**config.mk**
```make
export PLATFORM = sky130hd
export DESIGN_NAME = ipu_frame_sequencer
export DESIGN_NICKNAME = d
export VERILOG_FILES = /design/src/rtl/ipu_pkg.sv /design/src/rtl/ipu_result_fifo.sv /design/src/rtl/ipu_frame_sequencer.sv
export SDC_FILE = /design/constraint.sdc
export NUM_CORES = 1
export LEC_CHECK = 0
export CAP_MARGIN = 0
export CORE_UTILIZATION = 30
export CTS_CLUSTER_DIAMETER = 80
export DETAILED_ROUTE_END_ITERATION = 7
export PLACE_DENSITY = 0.54
export SLEW_MARGIN = 10
export SYNTH_ARGS = -nofsm -noshare
export SYNTH_HDL_FRONTEND = slang
export SYNTH_SLANG_ARGS = --single-unit
```
**constraint.sdc**
```tcl
create_clock -name clk -period 3.89 [get_ports clk]
set_input_delay 0.389 -clock clk [delete_from_list [all_inputs] [get_ports clk]]
set_output_delay 0.389 -clock clk [all_outputs]
set_load 0.1 [all_outputs]
```
**src/rtl/ipu_pkg.sv**
```systemverilog
// Shared types, opcodes and coprocessor instruction packing for the IPU frame sequencer.
package ipu_pkg;

    typedef enum logic [2:0] {
        ST_IDLE    = 3'd0,
        ST_PRELOAD = 3'd1,
        ST_ISSUE   = 3'd2,
        ST_WAIT    = 3'd3,
        ST_ROW_GAP = 3'd4
    } ipu_state_e;

    localparam logic [3:0] OP_CONV       = 4'b0101;
    localparam logic [3:0] OP_CONV_TRSP  = 4'b0110;
    localparam logic [3:0] OP_CONV_ROB   = 4'b0111;
    localparam logic [3:0] OP_B2G        = 4'b1000;
    localparam logic [3:0] OP_PHOTO_CONV = 4'b1110;
    localparam logic [3:0] OP_READ_IMAGE = 4'b1111;

    localparam int INST_CW = 9;

    // Coprocessor instruction layout: {10'b0, v, h, opcode}
    function automatic logic [31:0] pack_cp_inst(input logic [INST_CW-1:0] v,
                                                 input logic [INST_CW-1:0] h,
                                                 input logic [3:0]         op);
        return {10'b0, v, h, op};
    endfunction

endpackage

```
**src/rtl/ipu_result_fifo.sv**
```systemverilog
// Small synchronous FIFO buffering coprocessor result bytes ahead of the frame writer.
module ipu_result_fifo #(
    parameter int DEPTH = 4,
    parameter int WIDTH = 8
) (
    input  logic                       clk,
    input  logic                       rst_n,
    input  logic                       push,
    input  logic [WIDTH-1:0]           din,
    input  logic                       pop,
    output logic [WIDTH-1:0]           dout,
    output logic [$clog2(DEPTH):0]     count
);
    localparam int AW   = $clog2(DEPTH);
    localparam int CNTW = AW + 1;

    logic [WIDTH-1:0] mem_q [DEPTH];
    logic [AW-1:0]    wr_ptr_q, wr_ptr_d;
    logic [AW-1:0]    rd_ptr_q, rd_ptr_d;
    logic [CNTW-1:0]  count_q, count_d;
    logic             wr_en_s, rd_en_s;

    // Next-state pointers and occupancy; simultaneous push/pop keeps the count
    always_comb begin
        rd_en_s  = pop && (count_q != {CNTW{1'b0}});
        wr_en_s  = push && ((count_q != CNTW'(DEPTH)) || rd_en_s);
        wr_ptr_d = wr_en_s ? wr_ptr_q + AW'(1) : wr_ptr_q;
        rd_ptr_d = rd_en_s ? rd_ptr_q + AW'(1) : rd_ptr_q;
        case ({wr_en_s, rd_en_s})
            2'b10:   count_d = count_q + CNTW'(1);
            2'b01:   count_d = count_q - CNTW'(1);
            default: count_d = count_q;
        endcase
    end

    // Storage and pointer registers
    always_ff @(posedge clk or negedge rst_n) begin
        if (!rst_n) begin
            wr_ptr_q <= {AW{1'b0}};
            rd_ptr_q <= {AW{1'b0}};
            count_q  <= {CNTW{1'b0}};
            for (int i = 0; i < DEPTH; i++) begin
                mem_q[i] <= {WIDTH{1'b0}};
            end
        end else begin
            wr_ptr_q <= wr_ptr_d;
            rd_ptr_q <= rd_ptr_d;
            count_q  <= count_d;
            if (wr_en_s) begin
                mem_q[wr_ptr_q] <= din;
            end else begin
                mem_q[wr_ptr_q] <= mem_q[wr_ptr_q];
            end
        end
    end

    assign dout  = mem_q[rd_ptr_q];
    assign count = count_q;

endmodule

```
**src/rtl/ipu_frame_sequencer.sv**
```systemverilog
// Walks a frame: preloads K line-buffer rows, issues one convolution per pixel and
// buffers the selected result byte for the frame writer.
module ipu_frame_sequencer #(
    parameter int IMG_W        = 512,
    parameter int IMG_H        = 480,
    parameter int PIX_PER_WORD = 4,
    parameter int MAX_K        = 5,
    parameter int RES_DEPTH    = 4,
    parameter int CW           = 9
) (
    input  logic          clk,
    input  logic          rst_n,
    input  logic          start,
    input  logic [2:0]    k_size,
    input  logic [3:0]    opcode,
    input  logic          byte_sel,
    input  logic          abort,
    output logic [15:0]   mem_addr,
    output logic          lb_load,
    output logic [CW-1:0] lb_col,
    output logic          lb_shift,
    output logic          cp_req,
    output logic [31:0]   cp_inst,
    input  logic          cp_busy,
    input  logic          cp_done,
    input  logic [31:0]   cp_result,
    output logic          res_valid,
    output logic [7:0]    res_data,
    input  logic          res_ready,
    output logic          busy,
    output logic          done
);
    import ipu_pkg::*;

    localparam int WPR  = IMG_W / PIX_PER_WORD;
    localparam int WW   = 16 - CW;
    localparam int LLW  = $clog2(MAX_K + 1);
    localparam int CNTW = $clog2(RES_DEPTH) + 1;
    localparam logic [WW-1:0] LAST_WORD = WW'(WPR - 1);
    localparam logic [CW-1:0] LAST_COL  = CW'(IMG_W - 1);
    localparam logic [CW-1:0] LAST_ROW  = CW'(IMG_H - 1);

    ipu_state_e      state_q, state_d;
    logic            start_q;
    logic [2:0]      k_q, k_d;
    logic [3:0]      op_q, op_d;
    logic            byte_sel_q, byte_sel_d;
    logic [LLW-1:0]  lines_left_q, lines_left_d;
    logic [CW-1:0]   load_row_q, load_row_d;
    logic [WW-1:0]   word_q, word_d;
    logic [CW-1:0]   v_q, v_d;
    logic [CW-1:0]   h_q, h_d;
    logic            lb_load_q, lb_load_d;
    logic [CW-1:0]   lb_col_q, lb_col_d;
    logic            lb_shift_q, lb_shift_d;
    logic            cp_req_q, cp_req_d;
    logic [31:0]     cp_inst_q, cp_inst_d;
    logic            busy_q, busy_d;
    logic            done_q, done_d;

    logic            start_edge_s;
    logic [2:0]      k_eff_s;
    logic [CW:0]     gap_row_s;
    logic            push_s, pop_s, has_space_s;
    logic [7:0]      push_data_s;
    logic [CNTW-1:0] fifo_count_s;
    logic            unused_s;

    assign start_edge_s = start && !start_q;
    assign k_eff_s      = ((k_size == 3'd0) || (32'(k_size) > MAX_K)) ? 3'(MAX_K) : k_size;
    assign push_data_s  = byte_sel_q ? cp_result[23:16] : cp_result[7:0];
    assign pop_s        = res_valid && res_ready;
    // Outstanding requests count against space so a result can always be accepted
    assign has_space_s  = (32'(fifo_count_s) + 32'(cp_req_q)) < 32'(RES_DEPTH);
    assign unused_s     = ^{cp_result[31:24], cp_result[15:8]};

    // Sequencer next-state: abort overrides every state
    always_comb begin
        state_d      = state_q;
        k_d          = k_q;
        op_d         = op_q;
        byte_sel_d   = byte_sel_q;
        lines_left_d = lines_left_q;
        load_row_d   = load_row_q;
        word_d       = word_q;
        v_d          = v_q;
        h_d          = h_q;
        lb_load_d    = lb_load_q;
        lb_shift_d   = 1'b0;
        cp_req_d     = cp_req_q;
        cp_inst_d    = cp_inst_q;
        done_d       = 1'b0;
        push_s       = 1'b0;
        gap_row_s    = {1'b0, v_q} + (CW+1)'(k_q) - (CW+1)'(1);
        if (abort) begin
            state_d   = ST_IDLE;
            cp_req_d  = 1'b0;
            lb_load_d = 1'b0;
            done_d    = (state_q != ST_IDLE);
        end else begin
            case (state_q)
                ST_IDLE: begin
                    v_d        = {CW{1'b0}};
                    h_d        = {CW{1'b0}};
                    word_d     = {WW{1'b0}};
                    load_row_d = {CW{1'b0}};
                    cp_req_d   = 1'b0;
                    if (start_edge_s) begin
                        k_d          = k_eff_s;
                        op_d         = opcode;
                        byte_sel_d   = byte_sel;
                        lines_left_d = LLW'(k_eff_s);
                        lb_load_d    = 1'b1;
                        state_d      = ST_PRELOAD;
                    end else begin
                        lines_left_d = {LLW{1'b0}};
                        lb_load_d    = 1'b0;
                    end
                end
                ST_PRELOAD: begin
                    if (word_q == LAST_WORD) begin
                        word_d       = {WW{1'b0}};
                        lines_left_d = lines_left_q - LLW'(1);
                        if (lines_left_q == LLW'(1)) begin
                            lb_load_d = 1'b0;
                            state_d   = ST_ISSUE;
                        end else begin
                            load_row_d = (load_row_q < LAST_ROW) ? load_row_q + CW'(1) : LAST_ROW;
                        end
                    end else begin
                        word_d = word_q + WW'(1);
                    end
                end
                ST_ISSUE: begin
                    if (!cp_busy && has_space_s) begin
                        cp_req_d  = 1'b1;
                        cp_inst_d = pack_cp_inst(INST_CW'(v_q), INST_CW'(h_q), op_q);
                        state_d   = ST_WAIT;
                    end else begin
                        cp_req_d = 1'b0;
                    end
                end
                ST_WAIT: begin
                    if (cp_done) begin
                        push_s     = 1'b1;
                        cp_req_d   = 1'b0;
                        lb_shift_d = 1'b1;
                        if (h_q < LAST_COL) begin
                            h_d     = h_q + CW'(1);
                            state_d = ST_ISSUE;
                        end else if (v_q < LAST_ROW) begin
                            h_d     = {CW{1'b0}};
                            v_d     = v_q + CW'(1);
                            state_d = ST_ROW_GAP;
                        end else begin
                            done_d  = 1'b1;
                            state_d = ST_IDLE;
                        end
                    end else begin
                        cp_req_d = 1'b1;
                    end
                end
                ST_ROW_GAP: begin
                    // v already points at the new row; fetch its bottom kernel line, clamped
                    lines_left_d = LLW'(1);
                    word_d       = {WW{1'b0}};
                    lb_load_d    = 1'b1;
                    load_row_d   = (gap_row_s > {1'b0, LAST_ROW}) ? LAST_ROW : gap_row_s[CW-1:0];
                    state_d      = ST_PRELOAD;
                end
                default: begin
                    state_d = ST_IDLE;
                end
            endcase
        end
        lb_col_d = CW'(32'(word_d) * PIX_PER_WORD);
        busy_d   = (state_d != ST_IDLE);
    end

    // Sequencer state and registered outputs
    always_ff @(posedge clk or negedge rst_n) begin
        if (!rst_n) begin
            state_q      <= ST_IDLE;
            start_q      <= 1'b0;
            k_q          <= 3'd0;
            op_q         <= 4'd0;
            byte_sel_q   <= 1'b0;
            lines_left_q <= {LLW{1'b0}};
            load_row_q   <= {CW{1'b0}};
            word_q       <= {WW{1'b0}};
            v_q          <= {CW{1'b0}};
            h_q          <= {CW{1'b0}};
            lb_load_q    <= 1'b0;
            lb_col_q     <= {CW{1'b0}};
            lb_shift_q   <= 1'b0;
            cp_req_q     <= 1'b0;
            cp_inst_q    <= 32'd0;
            busy_q       <= 1'b0;
            done_q       <= 1'b0;
        end else begin
            state_q      <= state_d;
            start_q      <= start;
            k_q          <= k_d;
            op_q         <= op_d;
            byte_sel_q   <= byte_sel_d;
            lines_left_q <= lines_left_d;
            load_row_q   <= load_row_d;
            word_q       <= word_d;
            v_q          <= v_d;
            h_q          <= h_d;
            lb_load_q    <= lb_load_d;
            lb_col_q     <= lb_col_d;
            lb_shift_q   <= lb_shift_d;
            cp_req_q     <= cp_req_d;
            cp_inst_q    <= cp_inst_d;
            busy_q       <= busy_d;
            done_q       <= done_d;
        end
    end

    ipu_result_fifo #(
        .DEPTH (RES_DEPTH),
        .WIDTH (8)
    ) u_res_fifo (
        .clk   (clk),
        .rst_n (rst_n),
        .push  (push_s),
        .din   (push_data_s),
        .pop   (pop_s),
        .dout  (res_data),
        .count (fifo_count_s)
    );

    assign mem_addr  = {load_row_q, word_q};
    assign lb_load   = lb_load_q;
    assign lb_col    = lb_col_q;
    assign lb_shift  = lb_shift_q;
    assign cp_req    = cp_req_q;
    assign cp_inst   = cp_inst_q;
    assign res_valid = (fifo_count_s != {CNTW{1'b0}});
    assign busy      = busy_q;
    assign done      = done_q;

endmodule

```
==> results of run 1 <==
[power by group through the flow]
stage / combinational [uW] / clock, uW / sequential, uW
3_3_place_gp: 1200 / 0 / 1540
5_1_grt: 1300 / 1460 / 1570
4_1_cts: 1230 / 1410 / 1540
3_5_place_dp: 1220 / 0 / 1560
6_report: 1210 / 1370 / 1540
2_1_floorplan: 835 / 0 / 1640
[cell usage in the layout (no fill, tap or decap), drive strengths merged, types with 2 or more instances in the layout]
cell | netlist | layout
clkbuf | 18 | 25
nor2b | 5 | 5
nand3 | 17 | 17
a211o | 2 | 2
buf | 27 | 7
xnor2 | 11 | 11
o211ai | 2 | 2
nand4 | 4 | 4
conb | 1 | 12
nor3 | 4 | 4
inv | 29 | 29
mux2 | 50 | 50
a21oi | 35 | 35
o21ai | 54 | 54
a211oi | 2 | 2
mux4 | 16 | 16
nand2b | 9 | 9
and3 | 8 | 8
mux2i | 10 | 10
or4 | 5 | 5
or3 | 5 | 5
clkinv | 1 | 7
a32o | 2 | 2
a31oi | 7 | 7
nand2 | 57 | 57
o21a | 2 | 2
fa | 2 | 2
ha | 27 | 27
a21o | 6 | 6
dfrtp | 115 | 115
o22a | 7 | 7
and2 | 4 | 4
or2 | 2 | 2
clkdlybuf4s50 | 0 | 88
xor2 | 10 | 10
nor2 | 28 | 28
[state kept, by name (all words and copies together) (netlist names), 3 cells and up]
name              cells
cp_inst              22
h_q                   9
k_q                   3
lb_col                7
lines_left_q          3
load_row_q            9
op_q                  4
state_q               3
u_res_fifo.count      3
u_res_fifo.mem_q     32
v_q                   9
[stage by stage]
step           setup slack, ns  hold slack (ns)  cell area [sq um]  std cells
2_1_floorplan             1.07           0.0934               6370        610
5_1_grt                  0.596           0.0881               7930        961
4_1_cts                  0.654           0.0595               7930        961
3_5_place_dp             0.918            0.474               7420        930
3_3_place_gp             0.953            0.467               7420        930
6_report                 0.706           0.0354               7930        961
[logic make-up after synthesis]
family                   Yosys count
other                              1
XOR/XNOR                          21
AND/OR/NAND/NOR                  153
AO/OA/AOI/OAI                    129
multiplexers                      76
buffers and inverters             75
flip-flops                       115
adder cells (fa/ha/maj)           29
[critical path, stage by stage, from the launching register on]
cell             delay, ns
dfrtp_1               0.77
mux4_2                0.62
clkdlybuf4s50_1       0.99
[final timing paths]
check	endpoint	slack [ns]	cells past startpoint
max in group asynchronous	cp_inst[18]$_DFFE_PN0P_	3.07	2
min in group clk	start_q$_DFF_PN0_	0.44	1
worst min register to register	k_q[2]$_DFFE_PN0P_	0.48	2
worst min-delay path	u_res_fifo.mem_q[20]$_DFFE_PN0P_	0.04	1
worst max-delay path	res_data[5]	0.71	2
worst max register to register	load_row_q[1]$_DFFE_PN0P_	0.88	13
[metal layers]
metal	up-vias	global-route usage (%)	wire length, um
met4	0	6.34	263
met5	-	0	0
met1	2315	17.7	6690
met2	103	22.8	6940
li1	2265	-	-
met3	19	4.84	850
[final cells by class]
| class | instances | area share (%) |
|---|---|---|
| clock buffer | 25 | 6.12 |
| multi-input combinational | 420 | 39.6 |
| sequential | 115 | 36.3 |
| timing repair buffer | 95 | 11.9 |
| clock inverter | 6 | 0.379 |
| inverter | 30 | 1.42 |
| tap | 270 | 4.26 |
==> metrics.md, run 1 <==
| Metric | Value |
|---|---|
| Outcome | `finished clean` |
| Remaining antenna violation count | `0` |
| Synth top area cells | `dfrtp_1 (45%), mux2_2 (8.9%), mux4_2 (5.7%), ha_1 (5.3%), o21ai_0 (4.3%)` |
| DP Wirelength | `approximately 10000 um` |
| Post-synthesis simple-gate area fraction | `between 10% and 20%` |
| HP Class | `in -> async` |
| CP Launch Point | `u_res_fifo.rd_ptr_q[0]$_DFFE_PN0P_` |
| Yosys top cell area share | `between 40 and 50%` |
| Most common cell in the netlist | `dfrtp_1` |
| Grt ovf | `0` |
| Peak supply drop | `approximately 0.34 mV` |
| Clk pin slew, worst setup/hold paths | `around 0.050 ns` |
| Leakage | `about 0.0036 uW` |
| Layout net count | `~760` |
| Fin. Hold Viols | `0` |
| # Post-CTS Setup Buffers | `0` |
| Largest net degree at the start of global routing | `60` |
| Synth Instances | `599` |
| First drt pass iteration count | `4` |
| TritonCTS sink count | `about 120` |
| Internal Power | `between 2000 and 3000 uW` |
| Initial Util | `around 31%` |
| Synthesis-to-finish area growth | `25.2%` |
| # IOs | `118` |
| CTS tree | `built` |
| Pwr per Cell Area | `between 500 and 600 nW/um^2` |
| Gpl congestion | `between 0.7 and 0.8` |
| H-tree Lvls | `4` |
| Die span in y | `about 150 um` |
| Worst Path Required | `3.50 ns` |
| Net Sw Frac | `between 30% and 40%` |
| CTS max path bufs | `2` |
| Inserted Clock Buffers | `17` |
| IO buf count | `89` |
| Main combinational cell family by area after synthesis | `multiplexers` |
| Starting DRT DRC Count | `between 200 and 300` |
| Die footprint | `between 20000 and 25000 sq um` |
| Final min period | `roughly 3.2 ns` |
| First-pass GRT wire length | `between 20000 and 25000 um` |
| Commonest cells in the synthesized netlist | `dfrtp_1 (115), nand2_1 (57), o21ai_0 (54), mux2_2 (50), a21oi_1 (35)` |
| Peak Freq | `around 0.31 GHz` |
| Post-synthesis mux area share | `between 10% and 20%` |
| Total Power | `4120 uW` |
| Yosys warnings | `0` |
| Post-synth EDFFs | `0` |
| GRT Total Usage | `14.4%` |
| Antenna Cells | `0` |
| Reg2reg start | `v_q[1]$_DFFE_PN0P_` |
| Syn Area/Cell | `about 11 sq um` |
| Net Switching | `roughly 1500 uW` |
| Routed vias | `4702` |
| Antenna violations before repair | `0` |
| Critical Path AT | `~2.8 ns` |
| Part of the power in registers | `a little under two fifths` |
| Layout cells sized above 1 | `15.1%` |
| Via density per instance | `around 5` |
| RSZ-0062 raised after global routing | `false` |
| Distinct cells, synth | `54` |
| Synth Area in XOR/XNOR | `under 10%` |
| Final Slew Violations | `0` |
| Layout fillers | `2004` |
| Final setup viols | `0` |
| Vias in the first global route | `around 4800` |
| Actual slew at the worst max-slew pin | `between 1 and 1.5 ns` |
| Die W | `147 um` |
| Adder-cell share of the synthesized area | `5.97%` |
| Type of origin of the critical path | `flop` |
| Resized cells post-CTS | `0` |
| Multi-input logic area | `approximately 3100 sq um` |
| Compound-Gate Fraction of Synth Area | `roughly 12%` |
| Fin crit share | `around 82%` |
| Ys async rst share | `100%` |
| Critical path class | `reg -> out` |
| Hold Buf Count CTS | `0` |
| CTS root buffer | `clkbuf_16` |
| MaxCap Viol Count | `0` |
| Combinational share of power | `approximately 30%` |
| Crit. End Element | `output pin` |
| Clock share of power | `33.3%` |
| # DRC | `0` |
| Num rows | `52` |
| Final Core Density | `about two fifths` |
| Sequential fraction of the synthesis area | `a little under half` |
| Slew margin rel. | `32.1%` |
| Post-synthesis register bit count | `115` |
| Critical Path Fanout Max | `10` |
| Primary FF master, synth | `dfrtp_1` |
| Clock Skews | `~0.009 ns` |
| Synth Cell Area | `around 6300 sq um` |
| Clock Latency Late Sink | `about 0.42 ns` |
| TNS Setup | `0 ns` |
| Storage cell area | `between 2000 and 3000 sq um` |
| Drt total wl | `roughly 15000 um` |
| Synth area leader | `dfrtp_1` |
| Routed length per instance | `15.3 um` |
| Core area | `approximately 20000 sq um` |
No activity file was read; power rests on OpenSTA's default activity.
==> run 2, diff against run 1 <==
==> constraint.sdc (replaced) <==
create_clock -name clk -period 3.1 [get_ports clk]
set_input_delay 0.31 -clock clk [delete_from_list [all_inputs] [get_ports clk]]
set_output_delay 0.31 -clock clk [all_outputs]
set_load 0.1 [all_outputs]
==> run 2 against run 1 <==
  * Final area increased by 0.50%
  * Routed wire length increased by 0.61%
  * Sequential power increased by 25%
  * Largest cell class unchanged
  * Non-clock buffer count increased by 5
  * Die area unchanged
  * Largest power group is now the clock network
==> metrics.md, run 2 (same netlist as run 1, synthesis figures left out) <==
| Metric | Value |
|---|---|
| Final setup viols | `0 (unchanged)` |
| IO buf count | `89 (unchanged)` |
| Worst Path Required | `3.46 ns (-0.04 ns)` |
| Routed length per instance | `15.3 um (about the same)` |
| Crit. End Element | `flop` |
| Final Cell Area | `7970 sq um (+0.50%)` |
| # DRC | `0 (unchanged)` |
| Antenna violations before repair | `0 (unchanged)` |
| TritonCTS sink count | `115 (unchanged)` |
| Final Slew Violations | `0 (unchanged)` |
| Pwr per Cell Area | `685 nW/um^2 (+32%)` |
| Fin. Hold Viols | `0 (unchanged)` |
| TNS Setup | `0 ns (unchanged)` |
| Most flop-heavy register | `u_res_fifo.mem_q` |
| Layout cells sized above 1 | `23.0% (+7.9 points)` |
| Internal Power | `3570 uW (+35%)` |
| Critical Path Fanout Max | `6 (-4)` |
| Clk pin slew, worst setup/hold paths | `0.05 ns (about the same)` |
| First drt pass iteration count | `5 (+1)` |
| Die span in y | `147 um (unchanged)` |
| Grt ovf | `0 (unchanged)` |
| Leakage | `0.00376 uW (+4.2%)` |
| CTS root buffer | `clkbuf_16` |
| Die W | `147 um (unchanged)` |
| Net Switching | `1890 uW (+28%)` |
| Layout fillers | `2002 (-0.10%)` |
| # IOs | `118 (unchanged)` |
| Remaining antenna violation count | `0 (unchanged)` |
| Outcome | `finished clean` |
| Critical Path AT | `3.21 ns (+0.42 ns)` |
| Peak supply drop | `0.390 mV (+13%)` |
| Type of origin of the critical path | `flop` |
| Drt total wl | `14800 um (+0.61%)` |
| Pre-CTS WS | `0.197 ns (-0.721 ns)` |
| Largest net degree at the start of global routing | `52 (-13%)` |
| DP Wirelength | `10700 um (+2.1%)` |
| Antenna Cells | `0 (unchanged)` |
| Die footprint | `21700 sq um (unchanged)` |
| Layout net count | `760 (+0.66%)` |
| Critical path class | `reg -> reg` |
| HP Class | `in -> reg` |
| H-tree Lvls | `4 (unchanged)` |
| Inserted Clock Buffers | `17 (unchanged)` |
| Routed vias | `4714 (+0.26%)` |
| Starting DRT DRC Count | `240 (-6.3%)` |
| Most frequent cells in the layout | `dfrtp_1 (115), nand2_1 (57), buf_4 (56)` |
| Hold_ws | `0.373 ns (+0.338 ns)` |
| Gpl congestion | `0.793 (+4.7%)` |
| GRT Total Usage | `14.5% (+0.10 points)` |
| CTS tree | `built` |
| Clock Skews | `0.00827 ns (-0.000635 ns)` |
| Slew margin rel. | `34.0% (+2.0 points)` |
| Synthesis-to-finish area growth | `25.9%` |
| Final worst slack | `0.251 ns (-0.455 ns)` |
| RSZ-0062 raised after global routing | `false` |
| Peak Freq | `0.351 GHz` |
| Fin crit share | `between 90 and 100%` |
| Clock share of power | `36.8% (+3.5 points)` |
| Via density per instance | `4.87 (-0.37%)` |
| Part of the power in registers | `35.3% (-2.0 points)` |
| Final min period | `2.85 ns` |
| Number of flip-flops under the largest register name | `32 (unchanged)` |
| Placed Cells | `934 (+0.43%)` |
| Initial Util | `30.9% (unchanged)` |
| Core area | `20500 sq um (unchanged)` |
| MaxCap Viol Count | `0 (unchanged)` |
| Vias in the first global route | `4787 (+0.21%)` |
| Num rows | `52 (unchanged)` |
| CTS max path bufs | `2 (unchanged)` |
| Post-route insts no fill | `967 (+0.62%)` |
| DP Area | `7330 sq um (-1.1%)` |
| Net Sw Frac | `34.6% (-1.2 points)` |
| Combinational share of power | `27.9% (-1.6 points)` |
| Actual slew at the worst max-slew pin | `0.987 ns (-0.0293 ns)` |
| First-pass GRT wire length | `24500 um (+1.3%)` |
| Clock Latency Late Sink | `0.42 ns (about the same)` |
| Commonest non-fill, non-tap cell in the layout | `dfrtp_1` |
[run 2: cell count changes in the layout (fill, tap and decap cells not counted), sizes merged]
cell           previous run  this run
buf                       7        57
dlygate4sd3               0         1
bufinv                    0         2
clkinvlp                  0         2
clkinv                    7         4
clkdlybuf4s50            88        42
[run 2: path summary, 6_finish.rpt]
kind                                     from                          endpoint  slack (ns)  cells past startpoint
min                                     start                 start_q$_DFF_PN0_        0.37                      1
min reg2reg                k_q[0]$_DFFE_PN0P_                k_q[0]$_DFFE_PN0P_        0.49                      2
min in group asynchronous               rst_n  u_res_fifo.mem_q[20]$_DFFE_PN0P_        0.40                      2
max                        v_q[1]$_DFFE_PN0P_         load_row_q[0]$_DFFE_PN0P_        0.25                     13
max reg2reg                v_q[1]$_DFFE_PN0P_         load_row_q[0]$_DFFE_PN0P_        0.25                     13
max in group asynchronous               rst_n                k_q[2]$_DFFE_PN0P_        1.90                      3
[run 2: metrics by stage]
stage / util (%) / total power (uW)
6_report: 38.9 / 5460
4_1_cts: 38.8 / 5510
2_1_floorplan: - / 3110
3_3_place_gp: 35.8 / 3430
5_1_grt: 38.9 / 5720
3_5_place_dp: 35.8 / 3480
[run 2: area by class of cell]
| class | count | area [sq um] | area share [%] |
|---|---|---|---|
| Clock buffer | 25 | 526 | 6.59 |
| Multi-Input combinational cell | 420 | 3150 | 39.6 |
| Inverter | 30 | 113 | 1.41 |
| Sequential cell | 115 | 2880 | 36.1 |
| Tap cell | 270 | 338 | 4.24 |
| Clock inverter | 7 | 93.8 | 1.18 |
| Timing Repair Buffer | 100 | 871 | 10.9 |
[run 2: worst max-delay path: stages (launching register included)]
cell      delay [ns]
dfrtp_1         0.38
inv_1           0.07
ha_1            0.26
inv_1           0.07
ha_1            0.18
inv_1           0.06
fa_1            0.40
nand2b_1        0.19
a21oi_1         0.17
or2_2           0.17
xnor2_1         0.09
o41a_1          0.42
a21oi_1         0.20
o22a_1          0.14
[run 2: repair_timing]
item | CTS | global route
setup buffers | 0 | 0
setup endpoints to repair | 0 | 5
hold buffers | 1 | 0
resized for setup | 0 | 1
hold endpoints to repair | 32 | 0
[run 2: power by group through the flow]
stage          combinational (uW)  sequential (uW)  clock [uW]
6_report                     1520             1930        2010
5_1_grt                      1620             1970        2130
4_1_cts                      1530             1930        2050
3_5_place_dp                 1520             1960           0
3_3_place_gp                 1490             1940           0
2_1_floorplan                1050             2060           0
[run 2: metal layers]
metal	wire, um	vias to the layer above	track usage (%)
met3	817	18	4.35
met2	7240	120	23.9
met4	198	0	4.64
met1	6580	2308	18.1
met5	0	-	0
li1	-	2268	-
==> run 3, diff against run 2 <==
--- a/config.mk
+++ b/config.mk
@@ -9,6 +9,7 @@
 export CORE_UTILIZATION = 30
 export CTS_CLUSTER_DIAMETER = 80
 export DETAILED_ROUTE_END_ITERATION = 7
+export HOLD_SLACK_MARGIN = 0.05
 export PLACE_DENSITY = 0.54
 export SLEW_MARGIN = 10
 export SYNTH_ARGS = -nofsm -noshare
==> results of run 3 <==
The final DEF is identical to that of run 2; final timing and power are the same.
